--- src/rtl/multicycle_processor.sv ---
// multicycle_processor: 16-bit-instruction multi-cycle CPU with an 8-entry register file, data memory
// and a FETCH/DECODE/EXEC/MEM/WB state machine. One instruction is in flight at a time.
//
// Parameters: DATA_W (word width, >= 8), PC_W (program counter width), DMEM_DEPTH (data words,
// power of two).
// Ports:
//   clk, rst     single clock, synchronous active-high reset
//   imem_addr    instruction fetch address (always equals pc)
//   imem_data    instruction word, combinational from imem_addr
//   dbg_addr     register-file debug read index
//   dbg_data     combinational read of register dbg_addr
//   pc           current program counter
//   alu_result   registered ALU output of the last EXEC that used the ALU
//   zero_flag    registered, alu_result == 0
//   retire       one-cycle pulse in the final cycle of each instruction
//   halted       high while in HALT state
//
// Optional feature: define PROC_MUL_EN to make R-type funct 6 a MUL (low DATA_W bits, unsigned);
// without it funct 6 behaves as a NOP.
//
// alu_result/zero_flag are updated only by instructions that use the ALU: defined R-type ops,
// ADDI, LW/SW (effective address) and BEQ (rs - rt). J, HALT, NOP and undefined funct codes leave
// them unchanged.
module multicycle_processor #(
  parameter int unsigned DATA_W     = 16,
  parameter int unsigned PC_W       = 8,
  parameter int unsigned DMEM_DEPTH = 16
) (
  input  logic              clk,
  input  logic              rst,
  output logic [PC_W-1:0]   imem_addr,
  input  logic [15:0]       imem_data,
  input  logic [2:0]        dbg_addr,
  output logic [DATA_W-1:0] dbg_data,
  output logic [PC_W-1:0]   pc,
  output logic [DATA_W-1:0] alu_result,
  output logic              zero_flag,
  output logic              retire,
  output logic              halted
);

  localparam int unsigned DaddrW = (DMEM_DEPTH > 1) ? $clog2(DMEM_DEPTH) : 1;

  typedef enum logic [2:0] {
    StFetch,
    StDecode,
    StExec,
    StMem,
    StWb,
    StHalt
  } state_e;

  state_e            state;
  logic [15:0]       ir;
  logic [DATA_W-1:0] reg_a;
  logic [DATA_W-1:0] reg_b;
  logic [DATA_W-1:0] mdr;
  logic [DATA_W-1:0] rf   [8];
  logic [DATA_W-1:0] dmem [DMEM_DEPTH];

  // Instruction fields
  logic [2:0]        opcode, rs, rt, rd;
  logic [3:0]        funct;
  logic [DATA_W-1:0] imm_data;
  logic [PC_W-1:0]   imm_pc;
  logic [PC_W-1:0]   jaddr;

  assign opcode   = ir[15:13];
  assign rs       = ir[12:10];
  assign rt       = ir[9:7];
  assign rd       = ir[6:4];
  assign funct    = ir[3:0];
  assign imm_data = {{(DATA_W-7){ir[6]}}, ir[6:0]};
  assign imm_pc   = PC_W'($signed(ir[6:0]));
  assign jaddr    = PC_W'(ir[12:0]);

  logic is_r, is_addi, is_lw, is_sw, is_beq, is_j, is_halt;
  logic funct_ok, r_valid, alu_upd, multi_exec;

  always_comb begin
    is_r     = (opcode == 3'b000);
    is_addi  = (opcode == 3'b001);
    is_lw    = (opcode == 3'b010);
    is_sw    = (opcode == 3'b011);
    is_beq   = (opcode == 3'b100);
    is_j     = (opcode == 3'b101);
    is_halt  = (opcode == 3'b110);
    funct_ok = (funct <= 4'd5);
`ifdef PROC_MUL_EN
    if (funct == 4'd6) funct_ok = 1'b1;
`endif
    r_valid    = is_r && funct_ok;
    // Instructions that continue past EXEC
    multi_exec = r_valid || is_addi || is_lw || is_sw;
    alu_upd    = multi_exec || is_beq;
  end

  logic [DATA_W-1:0] alu_out;

  always_comb begin
    alu_out = '0;
    if (is_r) begin
      case (funct)
        4'd0:    alu_out = reg_a + reg_b;
        4'd1:    alu_out = reg_a - reg_b;
        4'd2:    alu_out = reg_a & reg_b;
        4'd3:    alu_out = reg_a | reg_b;
        4'd4:    alu_out = DATA_W'($signed(reg_a) < $signed(reg_b));
        4'd5:    alu_out = reg_a ^ reg_b;
`ifdef PROC_MUL_EN
        4'd6:    alu_out = reg_a * reg_b;
`endif
        default: alu_out = '0;
      endcase
    end else if (is_beq) begin
      alu_out = reg_a - reg_b;
    end else begin
      alu_out = reg_a + imm_data;
    end
  end

  logic [DaddrW-1:0] daddr;
  logic [2:0]        dest;
  logic [DATA_W-1:0] wb_data;

  // alu_result holds the effective address from EXEC; upper bits wrap away
  assign daddr     = alu_result[DaddrW-1:0];
  assign dest      = (is_addi || is_lw) ? rt : rd;
  assign wb_data   = is_lw ? mdr : alu_result;
  assign imem_addr = pc;
  assign dbg_data  = rf[dbg_addr];

  always_ff @(posedge clk) begin
    if (rst) begin
      state      <= StFetch;
      pc         <= '0;
      ir         <= '0;
      reg_a      <= '0;
      reg_b      <= '0;
      mdr        <= '0;
      alu_result <= '0;
      zero_flag  <= 1'b1;
      retire     <= 1'b0;
      halted     <= 1'b0;
      for (int unsigned i = 0; i < 8; i++) rf[i] <= '0;
      for (int unsigned i = 0; i < DMEM_DEPTH; i++) dmem[i] <= '0;
    end else begin
      retire <= 1'b0;
      case (state)
        StFetch: begin
          ir    <= imem_data;
          pc    <= pc + 1'b1;
          state <= StDecode;
        end
        StDecode: begin
          reg_a  <= rf[rs];
          reg_b  <= rf[rt];
          state  <= StExec;
          // EXEC is the final state for branch/jump/NOP/HALT
          retire <= !multi_exec;
        end
        StExec: begin
          if (alu_upd) begin
            alu_result <= alu_out;
            zero_flag  <= (alu_out == '0);
          end
          if (is_beq && (reg_a == reg_b)) pc <= pc + imm_pc;
          if (is_j) pc <= jaddr;
          if (is_halt) begin
            state  <= StHalt;
            halted <= 1'b1;
          end else if (r_valid || is_addi) begin
            state  <= StWb;
            retire <= 1'b1;
          end else if (is_lw) begin
            state <= StMem;
          end else if (is_sw) begin
            state  <= StMem;
            retire <= 1'b1;
          end else begin
            state <= StFetch;
          end
        end
        StMem: begin
          if (is_lw) begin
            mdr    <= dmem[daddr];
            state  <= StWb;
            retire <= 1'b1;
          end else begin
            dmem[daddr] <= reg_b;
            state       <= StFetch;
          end
        end
        StWb: begin
          if (dest != 3'd0) rf[dest] <= wb_data;
          state <= StFetch;
        end
        StHalt: begin
          state <= StHalt;
        end
        default: begin
          state <= StFetch;
        end
      endcase
    end
  end

endmodule

--- config.mk ---
export PLATFORM = sky130hd
export DESIGN_NAME = multicycle_processor
export DESIGN_NICKNAME = d
export VERILOG_FILES = /design/src/rtl/multicycle_processor.sv
export SDC_FILE = /design/constraint.sdc
export NUM_CORES = 1
export LEC_CHECK = 0
export CORE_MARGIN = 4
export CORE_UTILIZATION = 57
export DETAILED_ROUTE_END_ITERATION = 6
export GPL_TIMING_DRIVEN = 0
export PLACE_DENSITY = 0.88
export SLEW_MARGIN = 30
export SYNTH_ARGS = -nofsm -noshare
export SYNTH_HDL_FRONTEND = slang
export SYNTH_SLANG_ARGS = --single-unit
--- constraint.sdc ---
create_clock -name clk -period 3.6 [get_ports clk]
set_input_delay 0.36 -clock clk [delete_from_list [all_inputs] [get_ports clk]]
set_output_delay 0.36 -clock clk [all_outputs]
set_load 0.01 [all_outputs]
# Yosys cells after proc, flatten, opt, wreduce, memory -nomap -nowiden
# Memory sizes are Yosys's and may differ from the RTL's. A register that Yosys moved wholly into a read port is not among the register bits.
# Index checks and enable logic that the tools add are counted.
[op_classes] add_sub_neg=5 magnitude_cmp=2 n_eq_ne=18 n_mux=36 n_bitwise=3 reduce_logical=20
[ops] cell="16-bit one-hot mux with 6 select lines" count=1
[ops] cell="16-bit two-way mux" count=5
[ops] cell="16-bit adder" count=2
[ops] cell="16-bit OR reduction" count=2
[ops] cell="1-bit two-way mux" count=17
[ops] cell="16-bit bitwise AND" count=1
[ops] cell="16-bit equality test" count=1
[ops] cell="16-bit zero test" count=1
[ops] cell="16-bit < comparator" count=1
[ops] cell="8-bit two-way mux" count=2
[ops] cell="16-bit OR" count=1
[ops] cell="8-bit one-hot mux with 2 select lines" count=1
[ops] cell="16-bit subtractor" count=1
[ops] cell="16-bit XOR" count=1
[ops] cell="3-bit equality test (second input constant)" count=5
[ops] cell="3-bit two-way mux" count=5
[ops] cell="3-bit one-hot mux with 5 select lines" count=1
[ops] cell="3-bit by 2-bit equality test with 1-bit output (second input constant)" count=4
[ops] cell="8-bit by 1-bit adder with 8-bit output (second input constant)" count=1
[ops] cell="8-bit adder" count=1
[ops] cell="4-bit by 2-bit equality test with 1-bit output (second input constant)" count=2
[ops] cell="4-bit by 3-bit equality test with 1-bit output (second input constant)" count=2
[ops] cell="2-bit AND reduction" count=4
[ops] cell="3-bit by 1-bit equality test with 1-bit output (second input constant)" count=2
[ops] cell="other kinds (13)" count=20
[word_totals] register_bits=46 ramBits=384 input_bits=21 output_inout_bits=51 word_cells=93 mem_count=2
[mem_list] name="dmem" words=16 width=16 read_ports=1 rd_clocked_by_memory_dff=1 wr=16 line="59" rtl="logic [DATA_W-1:0] dmem [DMEM_DEPTH];"
[mem_list] name="rf" words=8 width=16 read_ports=3 rd_clocked_by_memory_dff=2 wr=8 line="58" rtl="logic [DATA_W-1:0] rf [8];"

# Logic depth before layout (Yosys ltp)
[logic_depth] ltp_word=10 ltp_mapped=15 depth_no_buf=14

# Least setup slack after synthesis
# Ideal clock, no wire load.
[synth_path] path_type="register to register" startpoint="reg ir[13]" endpoint="mem dmem[0][0] (enable)" t_arrival_ps=3181 t_required_ps=3186 path_slack_ps=4 stages_incl_launch_ff=9 period_less_slack_ps=3596 cell_sequence="dfxtp_1 clkbuf_1 nand2b_1 nor2_1 or3_1 or3_1 clkbuf_1 clkbuf_1 o31ai_1"
[synth_lines] element="start: declaration" line="54" rtl="logic [15:0] ir;"
[synth_lines] element="start signal: assignment" line="151" rtl="ir <= imem_data;"
[synth_lines] element="end: declaration" line="59"

==> impl_metrics.yaml <==
status:
  run_status: "complete, but fails checks"
  violations_in_the_final_reports: "DRC, setup timing"
timing:
  slew_headroom_pct: 28.9
  setup_total_negative_slack_ns: -0.797
  timing.final.crit_share_pct: 102
  max_freq_ghz: 0.273
  final-setup-viol-count: 23
  slew_violations: 0
  timing_worst_slew_pin_value_ns: 1.04
  hold_violations: 0
  rsz0062_at_grt: "true"
  post_layout_worst_setup_margin_ns: -0.0646
  final.setup_skew_ns: 0.0240
  period_needed_ns: 3.66
clocking:
  clock_tree_root_driver_cell: "sky130_fd_sc_hd__clkbuf_16"
  tritoncts: "done"
  number_of_buffers_created_by_cts: 47
  clk_transition_reported_paths_ns: 0.07
  ctsLongestPathBuffers: 3
  clock_sinks: 478
  clk_latency_ns: 0.59
  clock_tree.htree_level_count: 2
placed_design:
  gp_congestion: 1.00
  hpwl_um: 63300
  numPlacedInstances: 2860
  io_buffers: 69
  placedInstanceArea_um2: 28000
  setup_ws_pre_cts_ns: -1.27
finish:
  areaGrowthSynthToFinish_pct: 15.3
  multiInputGateArea_um2: 12100
  final_cell_count_no_fill: 2957
  drive_gt1_share_pct: 19.3
  fillCellCount: 3111
  final_core_utilization_pct: 66.4
  mostFrequentLayoutCell: "sky130_fd_sc_hd__edfxtp_1"
  design_area_um2: 30100
  n_antenna_cell: 0
  layout.cells.most_common_list: "384 x sky130_fd_sc_hd__edfxtp_1, 213 x sky130_fd_sc_hd__nor3_1, 211 x sky130_fd_sc_hd__nor2_1"
  final_nets: 2420
  regArea_um2: 13400
die:
  core_region_area_um2: 45400
  die_width_um: 222
  initial_core_util_pct: 57.6
  top_level_ports: 72
  floorplan.die.height_um: 222
  row_count: 78
  die_area_um2: 49300
synthesis:
  synthesis.instances: 2158
  synth_edf_count: 384
  syn-mean-instance-area_um2: 12.1
  synth.distinct_cells: 77
  synth_sequential_area_ratio_pct: 51.3
  yosysWarnings: 0
  ys_dominant_reg_cell: "sky130_fd_sc_hd__edfxtp_1"
  ys_ff_latch: 478
  asyncSetResetFlopFracSynth_pct: 0
  post_synth_instance_area_um2: 26100
power_and_ir_drop:
  net-switching-power_mw: 5.28
  leakage_nw: 9.99
  swShare_pct: 32.7
  combinational_power_share_pct: 26.7
  power.share.sequential_pct: 40.8
  power.clock.fraction_pct: 32.5
  intPower_mw: 10.9
  ir_worst_vdd_mv: 0.409
  powerDensity_nw_per_um2: 535
global_route:
  groute.layer.met3.usage_pct: 11.5
  global_route.usage.met1_pct: 46.9
  grt_use_total_pct: 36.2
  use_met2_pct: 55.1
  grt_peak_use_layer: "met2"
  grt_pass1_vias: 21000
  antenna_found_initial: 2
  grt_first_pass_wirelength_um: 135000
  globalRoute.totalOverflow: 0
  grt_max_degree: 17
worst_hold_path:
  holdCritPathClass: "in2reg"
drt:
  routed_wl_um: 91700
  route.antenna.remaining_nets: 0
  route.detailed.vias_per_inst: 7.25
  routed_wire_length_per_instance_um: 31.0
  drt_pre_antenna_iters: 7
  dr_total_vias: 21400
  first_iteration_detailed_routing_drc_count: 4148
  drcViolationCount: 14
setup_path:
  critPathMaxFanout: 10
  timing.reg2reg.setup_slack_ns: -0.06
  crit_path_end_kind: "flip-flop"
  critPathRequiredTime_ns: 3.89
  worst_ep_arrival_time_ns: 3.95
  startpoint_type: "flip-flop"
  timing.setup.critical_path_class: "reg2reg"
job:
  timing.max_cap.violations: 0
[registers in the layout, summed over array words and instances, names as in the netlist]
signal / cells
alu_result: 16
mdr: 16
rf: 128
ir: 16
state: 3
retire: 1
halted: 1
zero_flag: 1
dmem: 256
reg_b: 16
reg_a: 16
imem_addr: 8
[Yosys cell counts, drive strengths merged, types with 5 or more instances]
cell	n	area [µm²]
or2	5	31.3
a22oi	10	75.1
and3	12	75.1
nor3b	7	52.6
a32oi	5	43.8
dfxtp	94	1880
nand2b	13	81.3
nand2	112	420
o21ai	63	315
nor3	217	1090
a21o	10	75.1
buf	43	206
nor2b	19	119
a221oi	9	78.8
mux2	16	180
clkinv	17	63.8
mux2i	57	571
inv	35	131
ha	76	951
o21a	7	52.6
nand4	5	31.3
mux4	176	3960
a31oi	12	75.1
a211oi	51	388
clkbuf	176	661
o22ai	9	56.3
nor4	70	438
o31ai	8	65.1
nand3	9	45.0
o21bai	9	67.6
o211ai	14	105
nor2	214	806
or3	5	31.3
and2	7	43.8
nand3b	5	37.5
a21oi	84	420
xnor2	22	193
edfxtp	384	11500
xor2	17	149
[final timing paths]
check | start | end | cells past startpoint
setup / recovery | alu_result[1] | dmem[11][6] | 7
hold / removal | imem_data[10] | ir[10] | 3
setup reg to reg | alu_result[1] | dmem[11][6] | 7
hold reg to reg | mdr[13] | mdr[13] | 2
[per-layer routing]
| metal | wire length (µm) | vias up |
|---|---|---|
| li1 | - | 8615 |
| met1 | 30000 | 10300 |
| met2 | 41200 | 2086 |
| met3 | 14200 | 447 |
| met4 | 6310 | 2 |
| met5 | 7 | - |
[repair_timing]
action	in CTS	in global routing
endpoints found under the hold margin	0	0
setup endpoints to repair	367	240
resized for setup	97	48
setup buffers	1	16
hold buffers	0	0
pin swaps	6	11
[stage by stage]
step	hold WS (ns)	total power, mW
CTS	0.324	15.7
detailed placement	0.448	10.5
global route	0.341	16.5
finish	0.337	16.1
floorplan	0.436	9.05
global placement	0.445	10.4
[power groups by stage]
stage	registers [mW]	logic, mW	clock network [mW]
final	6.58	4.31	5.24
after detailed placement	6.65	3.85	0
after CTS	6.55	4.02	5.18
after floorplan	6.50	2.55	0
after global routing	6.58	4.49	5.44
after global placement	6.63	3.72	0
[worst max-delay path, stage by stage (launching register included)]
cell and delay, ns:
sky130_fd_sc_hd__dfxtp_1 0.45, sky130_fd_sc_hd__clkbuf_1 0.36, sky130_fd_sc_hd__clkbuf_2 0.39, sky130_fd_sc_hd__buf_1 0.57
sky130_fd_sc_hd__nand3_1 0.36, sky130_fd_sc_hd__clkbuf_2 0.39, sky130_fd_sc_hd__o21ai_2 0.58, sky130_fd_sc_hd__buf_6 0.25
[cell families after synthesis]
family / count (synthesis) / share of synthesized area [%]
flops: 478 / 51.3
xor+xnor: 39 / 1.31
other cells: 1 / 0.0143
fa+ha+maj: 80 / 3.94
buf+inv: 271 / 4.06
mux: 249 / 18.0
simple gates: 710 / 13.0
compound gates: 330 / 8.32
[area by class of cell]
class / count / share of cell area, %
clock buffer: 53 / 4.19
multi-input combinational: 1424 / 40.2
sequential: 478 / 44.6
tap: 600 / 2.49
inverter: 52 / 0.735
clock inverter: 34 / 1.19
timing repair buffer: 105 / 3.46
buffer: 211 / 3.19
(Power assumes the default switching activity.)
